**config.mk**
```make
export PLATFORM = sky130hd
export DESIGN_NAME = regfile_arbiter_flat
export DESIGN_NICKNAME = d
export VERILOG_FILES = /design/src/rtl/regfile_arbiter_if.sv /design/src/rtl/regfile_arbiter.sv /design/src/flat_wrapper.sv
export SDC_FILE = /design/constraint.sdc
export NUM_CORES = 1
export LEC_CHECK = 0
export ABC_CLOCK_PERIOD_IN_PS = 1600
export BUFFER_PORTS_ARGS = -buffer_cell sky130_fd_sc_hd__buf_4
export CORE_MARGIN = 2
export CORE_UTILIZATION = 42
export DETAILED_ROUTE_END_ITERATION = 8
export HOLD_SLACK_MARGIN = 0.06
export PLACE_DENSITY = 0.87
export SLEW_MARGIN = 40
export SYNTH_ARGS = -nofsm -noshare
export SYNTH_HDL_FRONTEND = slang
export SYNTH_SLANG_ARGS = --single-unit
```
**constraint.sdc**
```tcl
create_clock -name clk -period 1.6 [get_ports clk]
set_input_delay 0.24 -clock clk [delete_from_list [all_inputs] [get_ports clk]]
set_output_delay 0.24 -clock clk [all_outputs]
set_load 0.05 [all_outputs]
```
**src/rtl/regfile_arbiter_if.sv**
```systemverilog
// ---------------------------------------------------------------------------
// regfile_arbiter_if -- one requester port of the register-file arbiter.
//
// Signals:
//   req      requester -> arbiter  access request (level, sampled while idle)
//   op       requester -> arbiter  {write, read2, read1} enables
//   addr     requester -> arbiter  {wr_addr, rd_addr2, rd_addr1}, 5 bits each
//   wr_data  requester -> arbiter  write data
//   gnt      arbiter -> requester  one-cycle pulse: request accepted, operands latched
//   done     arbiter -> requester  one-cycle pulse: access complete, rdata valid
//   rdata    arbiter -> requester  {read2 data, read1 data}, held until next done
// ---------------------------------------------------------------------------
interface regfile_arbiter_if;
  logic        req;
  logic [2:0]  op;
  logic [14:0] addr;
  logic [15:0] wr_data;
  logic        gnt;
  logic        done;
  logic [31:0] rdata;

  modport master (output req, op, addr, wr_data, input gnt, done, rdata);
  modport slave  (input req, op, addr, wr_data, output gnt, done, rdata);
endinterface

```
**src/rtl/regfile_arbiter.sv**
```systemverilog
// ---------------------------------------------------------------------------
// regfile_arbiter -- round-robin arbiter sharing one three-phase register
// file between two requesters (a_port, b_port).
//
// Ports:
//   clk, reset                 clock; synchronous active-high reset
//   a_port, b_port             requester ports (regfile_arbiter_if.slave)
//   rf_read_enable1/2          registered register-file read enables
//   rf_write_enable            registered register-file write enable
//   rf_read_address1/2         registered read addresses
//   rf_write_address           registered write address
//   rf_write_in                registered write data
//   rf_read_out1/2             register-file read data
//
// The register file commits an access on the third posedge that sees any
// enable high. A mirror of that phase is kept outside of reset so that an
// access cut short by reset can be walked to completion (FLUSH) before new
// work is accepted.
// ---------------------------------------------------------------------------
module regfile_arbiter (
  input  logic             clk,
  input  logic             reset,
  regfile_arbiter_if.slave a_port,
  regfile_arbiter_if.slave b_port,
  output logic             rf_read_enable1,
  output logic             rf_read_enable2,
  output logic             rf_write_enable,
  output logic [4:0]       rf_read_address1,
  output logic [4:0]       rf_read_address2,
  output logic [4:0]       rf_write_address,
  output logic [15:0]      rf_write_in,
  input  logic [15:0]      rf_read_out1,
  input  logic [15:0]      rf_read_out2
);

  typedef enum logic [1:0] {IDLE, ACCESS, CAPTURE, FLUSH} state_t;

  state_t      state_reg, state_next;
  logic [1:0]  phase_reg, phase_next;
  logic        owner_reg, owner_next;     // 1: b_port owns the current access
  logic        last_b_reg, last_b_next;   // 1: b_port was granted most recently
  logic [2:0]  op_reg, op_next;
  logic        a_gnt_reg, a_gnt_next, b_gnt_reg, b_gnt_next;
  logic        a_done_reg, a_done_next, b_done_reg, b_done_next;
  logic [31:0] a_rdata_reg, a_rdata_next, b_rdata_reg, b_rdata_next;
  logic        re1_reg, re1_next, re2_reg, re2_next, we_reg, we_next;
  logic [4:0]  ra1_reg, ra1_next, ra2_reg, ra2_next, wa_reg, wa_next;
  logic [15:0] wd_reg, wd_next;

  // Power-on value only: reset must not disturb the register file's view of
  // how many enable edges it has already seen.
  logic [1:0]  mirror_phase_reg = 2'd0;

  logic        win_b;
  logic [2:0]  sel_op;
  logic [14:0] sel_addr;
  logic [15:0] sel_data;

  always_ff @(posedge clk) begin
    if (re1_reg || re2_reg || we_reg) begin
      mirror_phase_reg <= (mirror_phase_reg == 2'd2) ? 2'd0 : mirror_phase_reg + 2'd1;
    end
  end

  always_ff @(posedge clk) begin
    if (reset) begin
      state_reg   <= IDLE;
      phase_reg   <= 2'd0;
      owner_reg   <= 1'b0;
      last_b_reg  <= 1'b1;   // a_port gets first priority
      op_reg      <= 3'd0;
      a_gnt_reg   <= 1'b0;
      b_gnt_reg   <= 1'b0;
      a_done_reg  <= 1'b0;
      b_done_reg  <= 1'b0;
      a_rdata_reg <= 32'd0;
      b_rdata_reg <= 32'd0;
      re1_reg     <= 1'b0;
      re2_reg     <= 1'b0;
      we_reg      <= 1'b0;
      ra1_reg     <= 5'd0;
      ra2_reg     <= 5'd0;
      wa_reg      <= 5'd0;
      wd_reg      <= 16'd0;
    end else begin
      state_reg   <= state_next;
      phase_reg   <= phase_next;
      owner_reg   <= owner_next;
      last_b_reg  <= last_b_next;
      op_reg      <= op_next;
      a_gnt_reg   <= a_gnt_next;
      b_gnt_reg   <= b_gnt_next;
      a_done_reg  <= a_done_next;
      b_done_reg  <= b_done_next;
      a_rdata_reg <= a_rdata_next;
      b_rdata_reg <= b_rdata_next;
      re1_reg     <= re1_next;
      re2_reg     <= re2_next;
      we_reg      <= we_next;
      ra1_reg     <= ra1_next;
      ra2_reg     <= ra2_next;
      wa_reg      <= wa_next;
      wd_reg      <= wd_next;
    end
  end

  always_comb begin
    state_next   = state_reg;
    phase_next   = phase_reg;
    owner_next   = owner_reg;
    last_b_next  = last_b_reg;
    op_next      = op_reg;
    a_gnt_next   = 1'b0;
    b_gnt_next   = 1'b0;
    a_done_next  = 1'b0;
    b_done_next  = 1'b0;
    a_rdata_next = a_rdata_reg;
    b_rdata_next = b_rdata_reg;
    re1_next     = re1_reg;
    re2_next     = re2_reg;
    we_next      = we_reg;
    ra1_next     = ra1_reg;
    ra2_next     = ra2_reg;
    wa_next      = wa_reg;
    wd_next      = wd_reg;
    // b wins when it is the only requester, or when both ask and a went last
    win_b        = b_port.req && (!a_port.req || !last_b_reg);
    sel_op       = win_b ? b_port.op      : a_port.op;
    sel_addr     = win_b ? b_port.addr    : a_port.addr;
    sel_data     = win_b ? b_port.wr_data : a_port.wr_data;

    case (state_reg)
      IDLE: begin
        if (mirror_phase_reg != 2'd0) begin
          // Register file is mid-access: finish it with a harmless read of r0.
          state_next = FLUSH;
          re1_next   = 1'b1;
          re2_next   = 1'b0;
          we_next    = 1'b0;
          ra1_next   = 5'd0;
          ra2_next   = 5'd0;
          wa_next    = 5'd0;
          wd_next    = 16'd0;
        end else if (a_port.req || b_port.req) begin
          owner_next  = win_b;
          last_b_next = win_b;
          a_gnt_next  = !win_b;
          b_gnt_next  = win_b;
          op_next     = sel_op;
          if (sel_op != 3'd0) begin
            state_next = ACCESS;
            phase_next = 2'd0;
            re1_next   = sel_op[0];
            re2_next   = sel_op[1];
            we_next    = sel_op[2];
            ra1_next   = sel_addr[4:0];
            ra2_next   = sel_addr[9:5];
            wa_next    = sel_addr[14:10];
            wd_next    = sel_data;
          end else begin
            // Empty op: no register-file traffic, complete straight away.
            state_next = CAPTURE;
          end
        end
      end
      ACCESS: begin
        if (phase_reg == 2'd2) begin
          state_next = CAPTURE;
          re1_next   = 1'b0;
          re2_next   = 1'b0;
          we_next    = 1'b0;
          ra1_next   = 5'd0;
          ra2_next   = 5'd0;
          wa_next    = 5'd0;
          wd_next    = 16'd0;
        end else begin
          phase_next = phase_reg + 2'd1;
        end
      end
      CAPTURE: begin
        state_next = IDLE;
        if (owner_reg) begin
          if (op_reg[0]) b_rdata_next[15:0]  = rf_read_out1;
          if (op_reg[1]) b_rdata_next[31:16] = rf_read_out2;
          b_done_next = 1'b1;
        end else begin
          if (op_reg[0]) a_rdata_next[15:0]  = rf_read_out1;
          if (op_reg[1]) a_rdata_next[31:16] = rf_read_out2;
          a_done_next = 1'b1;
        end
      end
      FLUSH: begin
        // The enable is high through this edge, so phase 2 wraps to 0 now.
        if (mirror_phase_reg == 2'd2) begin
          state_next = IDLE;
          re1_next   = 1'b0;
        end
      end
      default: state_next = IDLE;
    endcase
  end

  assign a_port.gnt       = a_gnt_reg;
  assign b_port.gnt       = b_gnt_reg;
  assign a_port.done      = a_done_reg;
  assign b_port.done      = b_done_reg;
  assign a_port.rdata     = a_rdata_reg;
  assign b_port.rdata     = b_rdata_reg;
  assign rf_read_enable1  = re1_reg;
  assign rf_read_enable2  = re2_reg;
  assign rf_write_enable  = we_reg;
  assign rf_read_address1 = ra1_reg;
  assign rf_read_address2 = ra2_reg;
  assign rf_write_address = wa_reg;
  assign rf_write_in      = wd_reg;

endmodule

```
**src/flat_wrapper.sv**
```systemverilog
// flat-port wrapper written by rule: the top's interface ports become plain ports
module regfile_arbiter_flat 
  (clk, reset, rf_read_enable1, rf_read_enable2, rf_write_enable, rf_read_address1, rf_read_address2, rf_write_address, rf_write_in, rf_read_out1, rf_read_out2, a_port_req, a_port_op, a_port_addr, a_port_wr_data, a_port_gnt, a_port_done, a_port_rdata, b_port_req, b_port_op, b_port_addr, b_port_wr_data, b_port_gnt, b_port_done, b_port_rdata);
  regfile_arbiter_if a_port_i ();
  regfile_arbiter_if b_port_i ();
  input  logic clk;
  input  logic reset;
  output logic rf_read_enable1;
  output logic rf_read_enable2;
  output logic rf_write_enable;
  output logic [4:0] rf_read_address1;
  output logic [4:0] rf_read_address2;
  output logic [4:0] rf_write_address;
  output logic [15:0] rf_write_in;
  input  logic [15:0] rf_read_out1;
  input  logic [15:0] rf_read_out2;
  input wire logic [$bits(a_port_i.req)-1:0] a_port_req;
  input wire logic [$bits(a_port_i.op)-1:0] a_port_op;
  input wire logic [$bits(a_port_i.addr)-1:0] a_port_addr;
  input wire logic [$bits(a_port_i.wr_data)-1:0] a_port_wr_data;
  output wire logic [$bits(a_port_i.gnt)-1:0] a_port_gnt;
  output wire logic [$bits(a_port_i.done)-1:0] a_port_done;
  output wire logic [$bits(a_port_i.rdata)-1:0] a_port_rdata;
  input wire logic [$bits(b_port_i.req)-1:0] b_port_req;
  input wire logic [$bits(b_port_i.op)-1:0] b_port_op;
  input wire logic [$bits(b_port_i.addr)-1:0] b_port_addr;
  input wire logic [$bits(b_port_i.wr_data)-1:0] b_port_wr_data;
  output wire logic [$bits(b_port_i.gnt)-1:0] b_port_gnt;
  output wire logic [$bits(b_port_i.done)-1:0] b_port_done;
  output wire logic [$bits(b_port_i.rdata)-1:0] b_port_rdata;
  assign a_port_i.req = a_port_req;
  assign a_port_i.op = a_port_op;
  assign a_port_i.addr = a_port_addr;
  assign a_port_i.wr_data = a_port_wr_data;
  assign a_port_gnt = a_port_i.gnt;
  assign a_port_done = a_port_i.done;
  assign a_port_rdata = a_port_i.rdata;
  assign b_port_i.req = b_port_req;
  assign b_port_i.op = b_port_op;
  assign b_port_i.addr = b_port_addr;
  assign b_port_i.wr_data = b_port_wr_data;
  assign b_port_gnt = b_port_i.gnt;
  assign b_port_done = b_port_i.done;
  assign b_port_rdata = b_port_i.rdata;
  regfile_arbiter u_core (.clk(clk), .reset(reset), .a_port(a_port_i), .b_port(b_port_i), .rf_read_enable1(rf_read_enable1), .rf_read_enable2(rf_read_enable2), .rf_write_enable(rf_write_enable), .rf_read_address1(rf_read_address1), .rf_read_address2(rf_read_address2), .rf_write_address(rf_write_address), .rf_write_in(rf_write_in), .rf_read_out1(rf_read_out1), .rf_read_out2(rf_read_out2));
endmodule
```
=== Word level (Yosys, flattened, before mapping) ===
Index checks and enable logic that the tools add are counted.

* Add/subtract/negate cells: 2
* Eq/ne operators: 13
* Mux-type cells: 48
* Bitwise gates (word level): 5
* Reductions and logical operators: 24

{| class="wikitable"
|+ Operators by type and width
! operator !! number
|-
| two-way mux 16 bit || 5
|-
| two-way mux 5 bit || 10
|-
| one-hot mux 16 bit (2 select lines) || 1
|-
| one-hot mux 5 bit (2 select lines) || 3
|-
| two-way mux 2 bit || 9
|-
| AND reduction 3 bit || 6
|-
| two-way mux 15 bit || 1
|-
| two-way mux 1 bit || 13
|-
| AND reduction 5 bit || 2
|-
| equality test 2 bit, second input constant || 4
|-
| != test 2 x 1 -> 1 bit, second input constant || 4
|-
| one-hot mux 2 bit (4 select lines) || 1
|-
| != test 3 x 1 -> 1 bit, second input constant || 2
|-
| nonzero test 3 bit || 2
|-
| inverter 1 bit || 5
|-
| adder 2 x 1 -> 2 bit, second input constant || 2
|-
| logical OR 1 bit || 4
|-
| != test 2 bit, second input constant || 2
|-
| one-hot mux 1 bit (2 select lines) || 2
|-
| one-hot mux 2 bit (2 select lines) || 1
|-
| AND reduction 4 bit || 1
|-
| nonzero test 2 bit || 2
|-
| OR reduction 4 bit || 1
|-
| logical NOT 1 bit || 3
|-
| 6 further kinds || 6
|}

* Bits in registers: 112
* Logic and storage cells: 113

=== Logic depth before layout (Yosys ltp) ===
Gate-level depths: netlist of the first run.

* Depth in word-level cells: 9
* Mapped depth: 9
* Mapped depth without buffers: 7

=== Worst setup path after synthesis of the first run ===
No wires, ideal clock.

* Path type: reg-to-reg
* From: register u_core.mirror_phase_reg[0]
* To: register u_core.ra1_reg[0] (netlist: u_core.rf_read_address1[0])
* Setup time: 138 ps
* Arrival: 1496 ps
* Required time: 1462 ps
* Setup slack: -34 ps
* Cell stages (with the launch flop): 8
* Period minus slack after synthesis: 1634 ps
* Cells stage by stage: edfxtp_1 inv_1 ha_1 nor2b_1 nand2_1 o221ai_2 clkbuf_1 o31ai_1

* Cells in the longest elaborated chain, start to end: 3

{| class="wikitable"
|+ RTL lines
! what !! line !! text
|-
| start, declared || regfile_arbiter.sv:52 || <nowiki>logic [1:0] mirror_phase_reg = 2'd0;</nowiki>
|-
| start signal, assigned || regfile_arbiter.sv:61 || <nowiki>mirror_phase_reg <= (mirror_phase_reg == 2'd2) ? 2'd0 : mirror_phase_reg + 2'd1;</nowiki>
|-
| nonzero test 2 bit * || regfile_arbiter.sv:134 || <nowiki>if (mirror_phase_reg != 2'd0) begin</nowiki>
|-
| != test 3 x 1 -> 1 bit (no line) / two-way mux 5 bit (equally long branches) || -- ||
|-
| AND reduction 4 bit (no line) / one-hot mux 5 bit (2 select lines) (equally long branches) || -- ||
|-
| end signal, assigned || regfile_arbiter.sv:100 || <nowiki>ra1_reg <= ra1_next;</nowiki>
|-
| end, declared || regfile_arbiter.sv:47 || <nowiki>logic [4:0] ra1_reg, ra1_next, ra2_reg, ra2_next, wa_reg, wa_next;</nowiki>
|}

Every way passes the cells marked *; elsewhere a longest branch is shown, timed or not.
A chain may end at the register's enable or synchronous reset.

=== Worst setup path in the final report of the first run ===
* From: register u_core.last_b_reg
* To: register u_core.wd_reg[5] (netlist: u_core.rf_write_in[5])

* Cells in the longest elaborated chain, start to end: 8

{| class="wikitable"
|+ RTL lines
! what !! line !! text
|-
| start, declared || regfile_arbiter.sv:41 || <nowiki>logic last_b_reg, last_b_next;</nowiki>
|-
| start signal, assigned || regfile_arbiter.sv:89 || <nowiki>last_b_reg <= last_b_next;</nowiki>
|-
| logical NOT 1 bit * || regfile_arbiter.sv:127 || <nowiki>win_b = b_port.req && (!a_port.req || !last_b_reg);</nowiki>
|-
| logical OR 1 bit * || regfile_arbiter.sv:127 ||
|-
| logical AND 1 bit * || regfile_arbiter.sv:127 ||
|-
| two-way mux 16 bit || regfile_arbiter.sv:130 || <nowiki>sel_data = win_b ? b_port.wr_data : a_port.wr_data;</nowiki>
|-
| two-way mux 16 bit || regfile_arbiter.sv:150 || <nowiki>if (sel_op != 3'd0) begin</nowiki>
|-
| two-way mux 16 bit || regfile_arbiter.sv:144 || <nowiki>end else if (a_port.req || b_port.req) begin</nowiki>
|-
| two-way mux 16 bit || regfile_arbiter.sv:134 ||
|-
| one-hot mux 16 bit (2 select lines) || regfile_arbiter.sv:132 || <nowiki>case (state_reg)</nowiki>
|-
| end signal, assigned || regfile_arbiter.sv:103 || <nowiki>wd_reg <= wd_next;</nowiki>
|-
| end, declared || regfile_arbiter.sv:48 || <nowiki>logic [15:0] wd_reg, wd_next;</nowiki>
|}

Every way passes the cells marked *; elsewhere a longest branch is shown, timed or not. The select of a mux whose other input is x is not followed.

==> results of run 1 <==
==> final timing paths <==
check | depth (start not counted) | start | to | slack [ps]
setup reg to reg | 7 | u_core.last_b_reg$_SDFFE_PP1P_ | u_core.rf_write_in[5]$_SDFFE_PP0P_ | -130
setup / recovery | 7 | u_core.last_b_reg$_SDFFE_PP1P_ | u_core.rf_write_in[5]$_SDFFE_PP0P_ | -130
hold reg to reg | 2 | u_core.b_port.rdata[25]$_SDFFE_PP0P_ | u_core.b_port.rdata[25]$_SDFFE_PP0P_ | 460
hold / removal | 3 | rf_read_out2[9] | u_core.b_port.rdata[25]$_SDFFE_PP0P_ | 120
==> layout by cell type, fill, tap and decap left out, types with 3 or more instances in the layout <==
cell and count:
nor3_1 5, o31ai_2 13, clkbuf_8 9, dfxtp_1 107, nand2_1 137, and2_1 4, o31ai_4 3, a21oi_1 69
o21ai_0 3, dfxtp_2 3, o31ai_1 17, inv_2 3, mux2i_1 34, nand3b_1 36, nor2_1 9, buf_4 229
buf_12 10
==> logic make-up (layout without fill, tap and decap cells) <==
group	after synthesis	after routing	share of synthesized area, %
and+or+nand+nor	206	206	21.0
AOI/OAI and AO/OA	116	116	16.1
DFF	112	112	49.7
buffers and inverters	43	264	4.54
muxes	35	35	7.78
adders and majority gates	3	3	0.825
==> synth_stat cells, types with 2 or more instances <==
| library cell | n |
|---|---|
| nor2b_1 | 3 |
| a21oi_1 | 69 |
| nand2_1 | 139 |
| o31ai_1 | 27 |
| ha_1 | 3 |
| o21ai_0 | 3 |
| mux2i_1 | 34 |
| buf_2 | 12 |
| buf_6 | 2 |
| and2_1 | 4 |
| a211oi_1 | 3 |
| o31ai_2 | 6 |
| buf_4 | 4 |
| clkbuf_1 | 20 |
| nand3b_1 | 36 |
| dfxtp_1 | 110 |
| inv_1 | 3 |
| nor2_1 | 12 |
| edfxtp_1 | 2 |
| nor3_1 | 5 |
==> timing repair <==
| action | CTS | global route |
|---|---|---|
| setup buffers | 8 | 2 |
| endpoints found under the setup margin | 39 | 67 |
| pin swaps | 4 | 7 |
| resized for setup | 21 | 18 |
| gates cloned | 2 | 1 |
==> metal layers <==
metal / GRT usage, % / part of all wire [%]
met4: 9.16 / 1.6
met1: 26.9 / 40
met5: 0 / 0
met2: 37.5 / 50
met3: 5.42 / 8.6
==> metrics by stage <==
| step | instances | instance area, um2 | power (mW) | utilization (%) | hold slack [ps] |
|---|---|---|---|---|---|
| after global placement | 844 | 6380 | 5.35 | 61.2 | 443 |
| after global routing | 872 | 6900 | 8.08 | 66.3 | 94.6 |
| final | 872 | 6900 | 7.73 | 66.3 | 119 |
| after detailed placement | 844 | 6380 | 5.42 | 61.2 | 449 |
| after floorplan | 515 | 4550 | 4.62 | - | 376 |
| after CTS | 870 | 6790 | 7.59 | 65.2 | 96.0 |
==> power groups by stage <==
| stage | clock network, mW | logic, mW | registers (mW) |
|---|---|---|---|
| global route | 1.82 | 3.05 | 3.22 |
| floorplan | 0 | 0.943 | 3.68 |
| detailed placement | 0 | 2.19 | 3.23 |
| CTS | 1.70 | 2.71 | 3.18 |
| finish | 1.65 | 2.88 | 3.19 |
| global placement | 0 | 2.12 | 3.23 |
==> cell type report <==
cell class	count	area [um2]	share of cell area, %
sequential	112	2270	32.8
multi-input combinational	360	2240	32.4
timing repair buffer	244	2030	29.3
tap	136	170	2.46
clock buffer	11	131	1.90
clock inverter	5	57.6	0.834
inverter	4	15.0	0.217
==> critical path: cells and delay by family, from the launching register on <==
family / cells / cell delay, ps
compound gates: 3 / 570
flops: 1 / 350
buf+inv: 3 / 420
mux: 1 / 300
==> flow_summary_export.csv, run 1 <==
group,metric,value,unit
route,ant_nets,0,
synthesis,synthFlopType,"dfxtp_1",
timing,hold_viol_final,0,
synthesis,synth_edf_count,2,
die,core_area,0.0104,mm2
global_route,grt_start_max_net_pins,67,
critical_path,crit_chain,"a21boi_4 > mux2i_4 > o221ai_4 > buf_12 > buf_12 > buf_16 > o31ai_4",
timing,fmax,0.579,GHz
global_route,overflow,0,
power,irDropWorstVdd,0.000623,V
synthesis,yosys_register_bits,112,
synthesis,ys_top_cells_by_area,"dfxtp_1 (48%), nand2_1 (11%), a21oi_1 (7.6%), mux2i_1 (7.5%), nand3b_1 (5.9%)",
route,post-route-drc-count,0,
route,wl_per_cell,15.7,um
synthesis,postSynthCellCount,515,
timing,fin_ws,-126,ps
power,p_sw_share,35.1,%
clock_tree,clock_latency,370,ps
timing,layout_min_cycle_time,1730,ps
critical_path,max_stage_delay,350,ps
critical_path,start_kind,"register",
clock_tree,cts_tree,"done",
place,gp_congestion,0.835,
worst_hold_path,hp-class,"input port to register",
critical_path,cpMaxStageDelayCell,"dfxtp_2",
critical_path,cpMostUsedCell,"buf_12",
clock_tree,clkSlewWorstSetupHoldPaths,100,ps
route,drtIter0Drc,325,
critical_path,cp.arrival,2020,ps
die,initial_utilization,43.7,%
critical_path,crit_fanout,10,
synthesis,syn_avg_cell_area,8.83,um2
global_route,grt_pass1_wl,20300,um
final_layout,num-fill-cells,797,
die,die_area,0.0117,mm2
route,vias,4586,
power,p_seq_share,41.3,%
run,maxCapViolations,0,
timing,finalCritPeriodShare,108,%
synthesis,ys_warn_count,0,
timing,fin_tns_setup,-3200,ps
final_layout,layout-drive-gt1-share,40.1,%
final_layout,final_nets,838,
synthesis,ys_seq_area_share,49.7,%
route,dr.pass1.iters,5,
synthesis,synth_top_cell_area_share,48.4,%
route,wl,13700,um
clock_tree,clock_path_buffers,2,
critical_path,critical_path_required,1890,ps
timing,slew_headroom,74.1,%
final_layout,syn_to_final_growth,51.8,%
die,die_y,108,um
critical_path,end_kind,"register",
timing,slew_violations,0,
outcome,violations,"negative setup slack",
synthesis,synth-async-reset-ratio,0,%
outcome,status,"finished with violations",
global_route,antenna_found_initial,0,
clock_tree,cts.sinks,112,
synthesis,yosys.area.top_type,"dfxtp_1",
synthesis,yosysUniqueCellTypes,38,
die,rows,37,
power,p_leak,2.87,nW
power,p_per_area,1120,mW/mm2
final_layout,diodes,0,
power,clkPwrFrac,21.4,%
timing,tightest_slew,378,ps
power,p_int,5.02,mW
clock_tree,hold_buffers,0,
place,io_buffers,205,
power,share_comb_of_total_power,37.3,%
place,dp_slack,-133,ps
clock_tree,cts-root-buf,"clkbuf_8",
synthesis,syn_area,0.00455,mm2
timing,setup_viol,36,
place,dp_hpwl,9630,um
timing,rsz0062_at_grt,"yes",
critical_path,path_class,"register to register",
global_route,grt_usage,22.2,%
die,dieWidth,108,um
route,post_drt_via_cell_ratio,5.26,
synthesis,synthesis.nets,622,
timing,clock-skew-final,11.3,ps
global_route,first_global_vias,4294,
power,p_switching,2.71,mW
die,io_pins,206,
clock_tree,cts-htree-levels,3,
clock_tree,cts-buffers-inserted,9,
No activity file was read; power rests on OpenSTA's default activity.
==> inputs of run 2 (changes only) <==
--- a/config.mk
+++ b/config.mk
@@ -11,7 +11,7 @@
 export CORE_UTILIZATION = 42
 export DETAILED_ROUTE_END_ITERATION = 8
 export HOLD_SLACK_MARGIN = 0.06
-export PLACE_DENSITY = 0.87
+export PLACE_DENSITY = 0.76
 export SLEW_MARGIN = 40
 export SYNTH_ARGS = -nofsm -noshare
 export SYNTH_HDL_FRONTEND = slang
==> run 2 against run 1 <==
The flow still finishes with violations (negative setup slack). Clock power barely moved. Wire length down 2.4%. Non-clock buffer count grew 5. Fmax is 1.5% higher.
==> flow_summary_export.csv, run 2 (same netlist as run 1, synthesis figures left out) <==
group,metric,value,unit
die,initial_utilization,43.7,%
final_layout,design_area,0.00693,mm2
clock_tree,cts-htree-levels,3,
power,irDropWorstVdd,0.000677,V
timing,finalCritPeriodShare,106,%
timing,fin_tns_setup,-1670,ps
clock_tree,cts_tree,"done",
power,p_switching,2.70,mW
timing,tightest_slew,386,ps
place,postPlaceCellArea,0.00640,mm2
power,p_sw_share,34.8,%
final_layout,diodes,0,
final_layout,final_nets,843,
power,p_seq_share,41.0,%
route,wl,13300,um
timing,fmax,0.588,GHz
critical_path,crit_chain,"a21boi_4 > mux2i_2 > o221ai_4 > buf_6 > buf_12 > buf_16 > o31ai_1",
global_route,antenna_found_initial,0,
global_route,grt_usage,21.8,%
timing,slew_violations,0,
route,vias,4557,
clock_tree,hold_buffers,0,
global_route,grt_pass1_wl,20300,um
place,dp_hpwl,9320,um
final_layout,layout-drive-gt1-share,40.5,%
die,io_pins,206,
worst_hold_path,hp-class,"input port to register",
final_layout,final_cell_mix,"buf_4 (232), nand2_1 (138), dfxtp_1 (107), a21oi_1 (69), nand3b_1 (36)",
timing,setup_viol,26,
critical_path,end_kind,"register",
timing,rsz0062_at_grt,"yes",
die,dieWidth,108,um
clock_tree,clock_latency,370,ps
critical_path,path_depth,7,
route,ant_nets,0,
power,p_leak,2.90,nW
critical_path,critPathBufInv,3,
timing,slew_headroom,74.2,%
timing,clock-skew-final,9.53,ps
critical_path,crit_fanout,12,
clock_tree,cts-root-buf,"clkbuf_8",
critical_path,cpMaxStageDelayCell,"dfxtp_2",
route,drtIter0Drc,257,
die,rows,37,
final_layout,seqCellArea,0.00227,mm2
run,maxCapViolations,0,
clock_tree,clock_path_buffers,2,
die,die_area,0.0117,mm2
critical_path,critical_path_required,1870,ps
global_route,overflow,0,
outcome,status,"finished with violations",
timing,layout_min_cycle_time,1700,ps
die,core_area,0.0104,mm2
critical_path,path_class,"register to register",
route,post_drt_via_cell_ratio,5.20,
clock_tree,clkSlewWorstSetupHoldPaths,110,ps
critical_path,start_kind,"register",
power,clkPwrFrac,21.1,%
route,wl_per_cell,15.2,um
final_layout,multi_input_area,0.00220,mm2
critical_path,rr_worst_depth,7,
place,io_buffers,205,
route,dr.pass1.iters,4,
final_layout,layout_commonest_cell,"buf_4",
place,dp_slack,-77.8,ps
global_route,first_global_vias,4327,
power,p_per_area,1120,mW/mm2
clock_tree,cts.sinks,112,
power,p_int,5.06,mW
worst_hold_path,min_path_cells,3,
power,share_comb_of_total_power,37.9,%
global_route,grt_start_max_net_pins,85,
critical_path,max_stage_delay,350,ps
clock_tree,cts-buffers-inserted,9,
route,post-route-drc-count,0,
outcome,violations,"negative setup slack",
critical_path,critical_path.top_delay_family,"compound AO/OA/AOI/OAI gates",
timing,fin_ws,-101,ps
die,die_y,108,um
timing,hold_viol_final,0,
final_layout,syn_to_final_growth,52.3,%
place,gp_congestion,0.826,
critical_path,cp.arrival,1970,ps
final_layout,num-fill-cells,845,
[run 2: cell types whose count changed in the layout (fill, tap and decap cells not counted), sizes merged]
cell      previous run  this run
inv                  4         5
buf                243       248
bufinv               1         0
clkinvlp             0         1
clkbuf              12        13
clkinv               4         2
[run 2: routing by layer]
metal	wire length (um)	track usage, %	up-vias
li1	-	-	2211
met1	5630	27.3	2138
met2	6460	37.1	188
met3	999	4.34	20
met4	258	8.70	0
met5	0	0	-
[run 2: area by class of cell]
cell class | count | share of cell area, %
Tap cell | 136 | 2.46
Clock buffer | 12 | 2.38
Sequential cell | 112 | 32.7
Inverter | 4 | 0.217
Clock inverter | 4 | 0.379
Multi-Input combinational cell | 360 | 31.7
Timing Repair Buffer | 249 | 30.1
[run 2: path summary, 6_finish.rpt]
check	start	endpoint	slack [ps]
max	u_core.last_b_reg$_SDFFE_PP1P_	u_core.rf_write_enable$_SDFFE_PP0P_	-100
min	rf_read_out2[11]	u_core.b_port.rdata[27]$_SDFFE_PP0P_	110
max reg2reg	u_core.last_b_reg$_SDFFE_PP1P_	u_core.rf_write_enable$_SDFFE_PP0P_	-100
min reg2reg	u_core.a_port.rdata[31]$_SDFFE_PP0P_	u_core.a_port.rdata[31]$_SDFFE_PP0P_	460
[run 2: power groups by stage]
stage	logic, mW	clock network [mW]	registers (mW)
6_report	2.94	1.64	3.19
5_1_grt	3.11	1.77	3.21
4_1_cts	2.77	1.67	3.17
3_3_place_gp	2.14	0	3.23
3_5_place_dp	2.19	0	3.23
2_1_floorplan	0.943	0	3.68
[run 2: repair_timing]
item,4_1_cts,5_1_grt
pin swaps,6,2
setup endpoints to repair,39,56
resized for setup,25,8
buffers inserted,9,3
cloned,3,1
[run 2: worst min-delay path: cells and delay by family]
| kind | cells | cell delay, ps |
|---|---|---|
| AOI/OAI and AO/OA | 1 | 50 |
| and+or+nand+nor | 1 | 50 |
| buffers and inverters | 1 | 110 |
[run 2: metrics by stage]
step	util, %	power, mW	hold WS (ps)	instances
after global placement	61.4	5.37	442	845
after CTS	65.8	7.61	102	873
after global routing	66.5	8.09	108	877
after detailed placement	61.4	5.42	448	845
final	66.5	7.76	114	877
after floorplan	-	4.62	376	515
==> inputs of run 3 (changes only) <==
--- a/config.mk
+++ b/config.mk
@@ -10,8 +10,8 @@
 export CORE_MARGIN = 2
 export CORE_UTILIZATION = 42
 export DETAILED_ROUTE_END_ITERATION = 8
-export HOLD_SLACK_MARGIN = 0.06
-export PLACE_DENSITY = 0.76
+export HOLD_SLACK_MARGIN = 0.1
+export PLACE_DENSITY = 0.81
 export SLEW_MARGIN = 40
 export SYNTH_ARGS = -nofsm -noshare
 export SYNTH_HDL_FRONTEND = slang
==> run 3 against run 2 <==
The flow still finishes with violations (negative setup slack). Clock skew down 1.6 ps. Fmax up 1.7%. First-iteration DRC count up 16%. Critical path depth unchanged. Hold slack better by 12 ps. Via count down 1.2%. Combinational power down 6%. Final area down 0.92%. Clock-buffer cell count up 1. Sequential share of layout area up 0.27 points. Global-route usage down 0.46 points. Critical endpoint is now u_core.rf_read_enable2$_SDFFE_PP0P_. Highest routed layer unchanged.
==> flow_summary_export.csv, run 3 (same netlist as run 1, synthesis figures left out) <==
group,metric,value,unit
clock_tree,cts-htree-levels,3,
critical_path,r2r_end,"u_core.rf_read_enable2$_SDFFE_PP0P_",
route,post_drt_via_cell_ratio,5.19,
timing,layout_min_cycle_time,1670,ps
die,die_y,108,um
run,maxCapViolations,0,
critical_path,end_kind,"register",
global_route,first_global_vias,4187,
timing,hold_viol_final,0,
critical_path,rr_worst_depth,7,
power,clkPwrFrac,22.3,%
power,p_leak,2.86,nW
timing,fin_ws,-72.6,ps
clock_tree,cts-buffers-inserted,9,
clock_tree,cts_tree,"done",
critical_path,crit_chain,"ha_2 > nor2b_1 > nor2_2 > o221ai_4 > buf_12 > clkbuf_16 > o31ai_2",
timing,slew_violations,0,
place,dp_hpwl,9310,um
global_route,grt_usage,21.4,%
power,totalPowerFinal,7.67,mW
global_route,grt_start_max_net_pins,73,
outcome,violations,"negative setup slack",
final_layout,syn_to_final_growth,50.9,%
timing,setup_viol,33,
worst_hold_path,min_from,"rf_read_out1[7]",
final_layout,layout_commonest_cell,"buf_4",
timing,slew_headroom,73.5,%
worst_hold_path,worstHoldEndpoint,"u_core.a_port.rdata[7]$_SDFFE_PP0P_",
clock_tree,clock_path_buffers,2,
route,wl_per_cell,15.2,um
route,post-route-drc-count,0,
outcome,status,"finished with violations",
power,p_sw_share,34.6,%
power,p_per_area,1120,mW/mm2
power,p_seq_share,41.6,%
worst_hold_path,hp-class,"input port to register",
place,io_buffers,205,
critical_path,cpMaxStageDelayCell,"dfxtp_1",
timing,fin_tns_setup,-1760,ps
critical_path,critical_path_required,1880,ps
timing,clock-skew-final,7.92,ps
critical_path,crit_fanout,15,
route,wl,13200,um
global_route,use_met2,36.5,%
critical_path,regToRegSetupSlack,-70,ps
clock_tree,cts-root-buf,"clkbuf_8",
clock_tree,cts.sinks,112,
global_route,use_met3,3.98,%
critical_path,start_kind,"register",
route,dr.pass1.iters,5,
global_route,overflow,0,
power,share_comb_of_total_power,36.2,%
die,core_area,0.0104,mm2
timing,finalCritPeriodShare,105,%
clock_tree,clkSlewWorstSetupHoldPaths,100,ps
route,ant_nets,0,
power,p_int,5.01,mW
global_route,grt_pass1_wl,19800,um
critical_path,path_class,"register to register",
route,vias,4502,
final_layout,diodes,0,
timing,fmax,0.598,GHz
global_route,antenna_found_initial,0,
global_route,grt.busiest_layer,"met2",
final_layout,final_nets,834,
global_route,grtUsageMet1,27.1,%
timing,tightest_slew,396,ps
die,dieWidth,108,um
route,drtIter0Drc,298,
final_layout,layout-drive-gt1-share,40.5,%
critical_path,cp.arrival,1950,ps
place,gp_congestion,0.763,
critical_path,timing.rr.start,"u_core.phase_reg[1]$_SDFFE_PP0P_",
timing,rsz0062_at_grt,"yes",
clock_tree,clock_latency,360,ps
final_layout,num-fill-cells,819,
die,rows,37,
power,irDropWorstVdd,0.000596,V
die,io_pins,206,
power,p_switching,2.66,mW
worst_hold_path,min_path_cells,3,
die,die_area,0.0117,mm2
die,initial_utilization,43.7,%
critical_path,max_stage_delay,380,ps
final_layout,final_cell_mix,"buf_4 (231), nand2_1 (138), dfxtp_1 (109), a21oi_1 (69), nand3b_1 (36)",
[run 3: cell count changes in the layout (fill, tap and decap cells not counted), sizes merged]
cell / previous run / this run
buf: 248 / 238
clkbuf: 13 / 15
clkinv: 2 / 0
bufinv: 0 / 1
inv: 5 / 4
[run 3: worst max path at each step]
stage / start / end / slack (ps) / cells past startpoint
4_1_cts: u_core.mirror_phase_reg[0]$_SDFFCE_PP0P_ / u_core.rf_read_enable2$_SDFFE_PP0P_ / -60 / 9
5_1_grt: u_core.mirror_phase_reg[0]$_SDFFCE_PP0P_ / u_core.rf_write_in[15]$_SDFFE_PP0P_ / -140 / 9
3_3_place_gp: u_core.mirror_phase_reg[0]$_SDFFCE_PP0P_ / u_core.rf_read_address1[2]$_SDFFE_PP0P_ / 10 / 8
2_1_floorplan: u_core.mirror_phase_reg[0]$_SDFFCE_PP0P_ / u_core.rf_read_address1[2]$_SDFFE_PP0P_ / 20 / 9
6_report: u_core.phase_reg[1]$_SDFFE_PP0P_ / u_core.rf_read_enable2$_SDFFE_PP0P_ / -70 / 7
3_5_place_dp: u_core.mirror_phase_reg[0]$_SDFFCE_PP0P_ / u_core.rf_read_address2[2]$_SDFFE_PP0P_ / -130 / 8
[run 3: worst max-delay path, delay by kind of cell, from the launching register on]
kind	cells	cell delay (ps)
AOI/OAI and AO/OA	2	370
buffers and inverters	2	350
DFF	1	380
adders and majority gates	1	210
and+or+nand+nor	2	270
[run 3: layout make-up]
type                            instances  area (um2)  share of cell area, %
Tap cell                              136         170                   2.48
Clock buffer                           13         160                   2.33
Timing Repair Buffer                  240        1940                   28.3
Sequential cell                       112        2260                   33.0
Clock inverter                          2        37.5                  0.547
Inverter                                4        15.0                  0.219
Multi-Input combinational cell        360        2280                   33.2
[run 3: power by group through the flow]
stage	Clock (mW)	Sequential, mW	Combinational, mW
floorplan	0	3.68	0.943
global placement	0	3.23	2.17
detailed placement	0	3.24	2.23
CTS	1.75	3.18	2.45
global route	1.85	3.22	2.93
finish	1.71	3.19	2.77
[run 3: stage by stage]
stage               hold WS (ps)  setup slack [ps]  instances  util [%]  area (um2)
floorplan                    376              15.9        515         -        4550
global placement             443              12.7        846      61.1        6370
detailed placement           450              -133        846      61.1        6370
CTS                          108             -63.1        865      64.0        6670
global route                 113              -144        867      65.9        6860
finish                       126             -72.6        867      65.9        6860
[run 3: per-layer routing]
metal,share of wire (%),wire length [um]
met3,8.7,1150
met5,0,0
met4,1.8,240
met2,48,6290
met1,42,5510
[run 3: timing repair]
action | in CTS | in global routing
gates resized for setup | 10 | 29
setup endpoints to repair | 35 | 41
pin swaps | 1 | 6
hold buffers | 0 | 0
buffers inserted | 3 | 0
cloned | 1 | 2
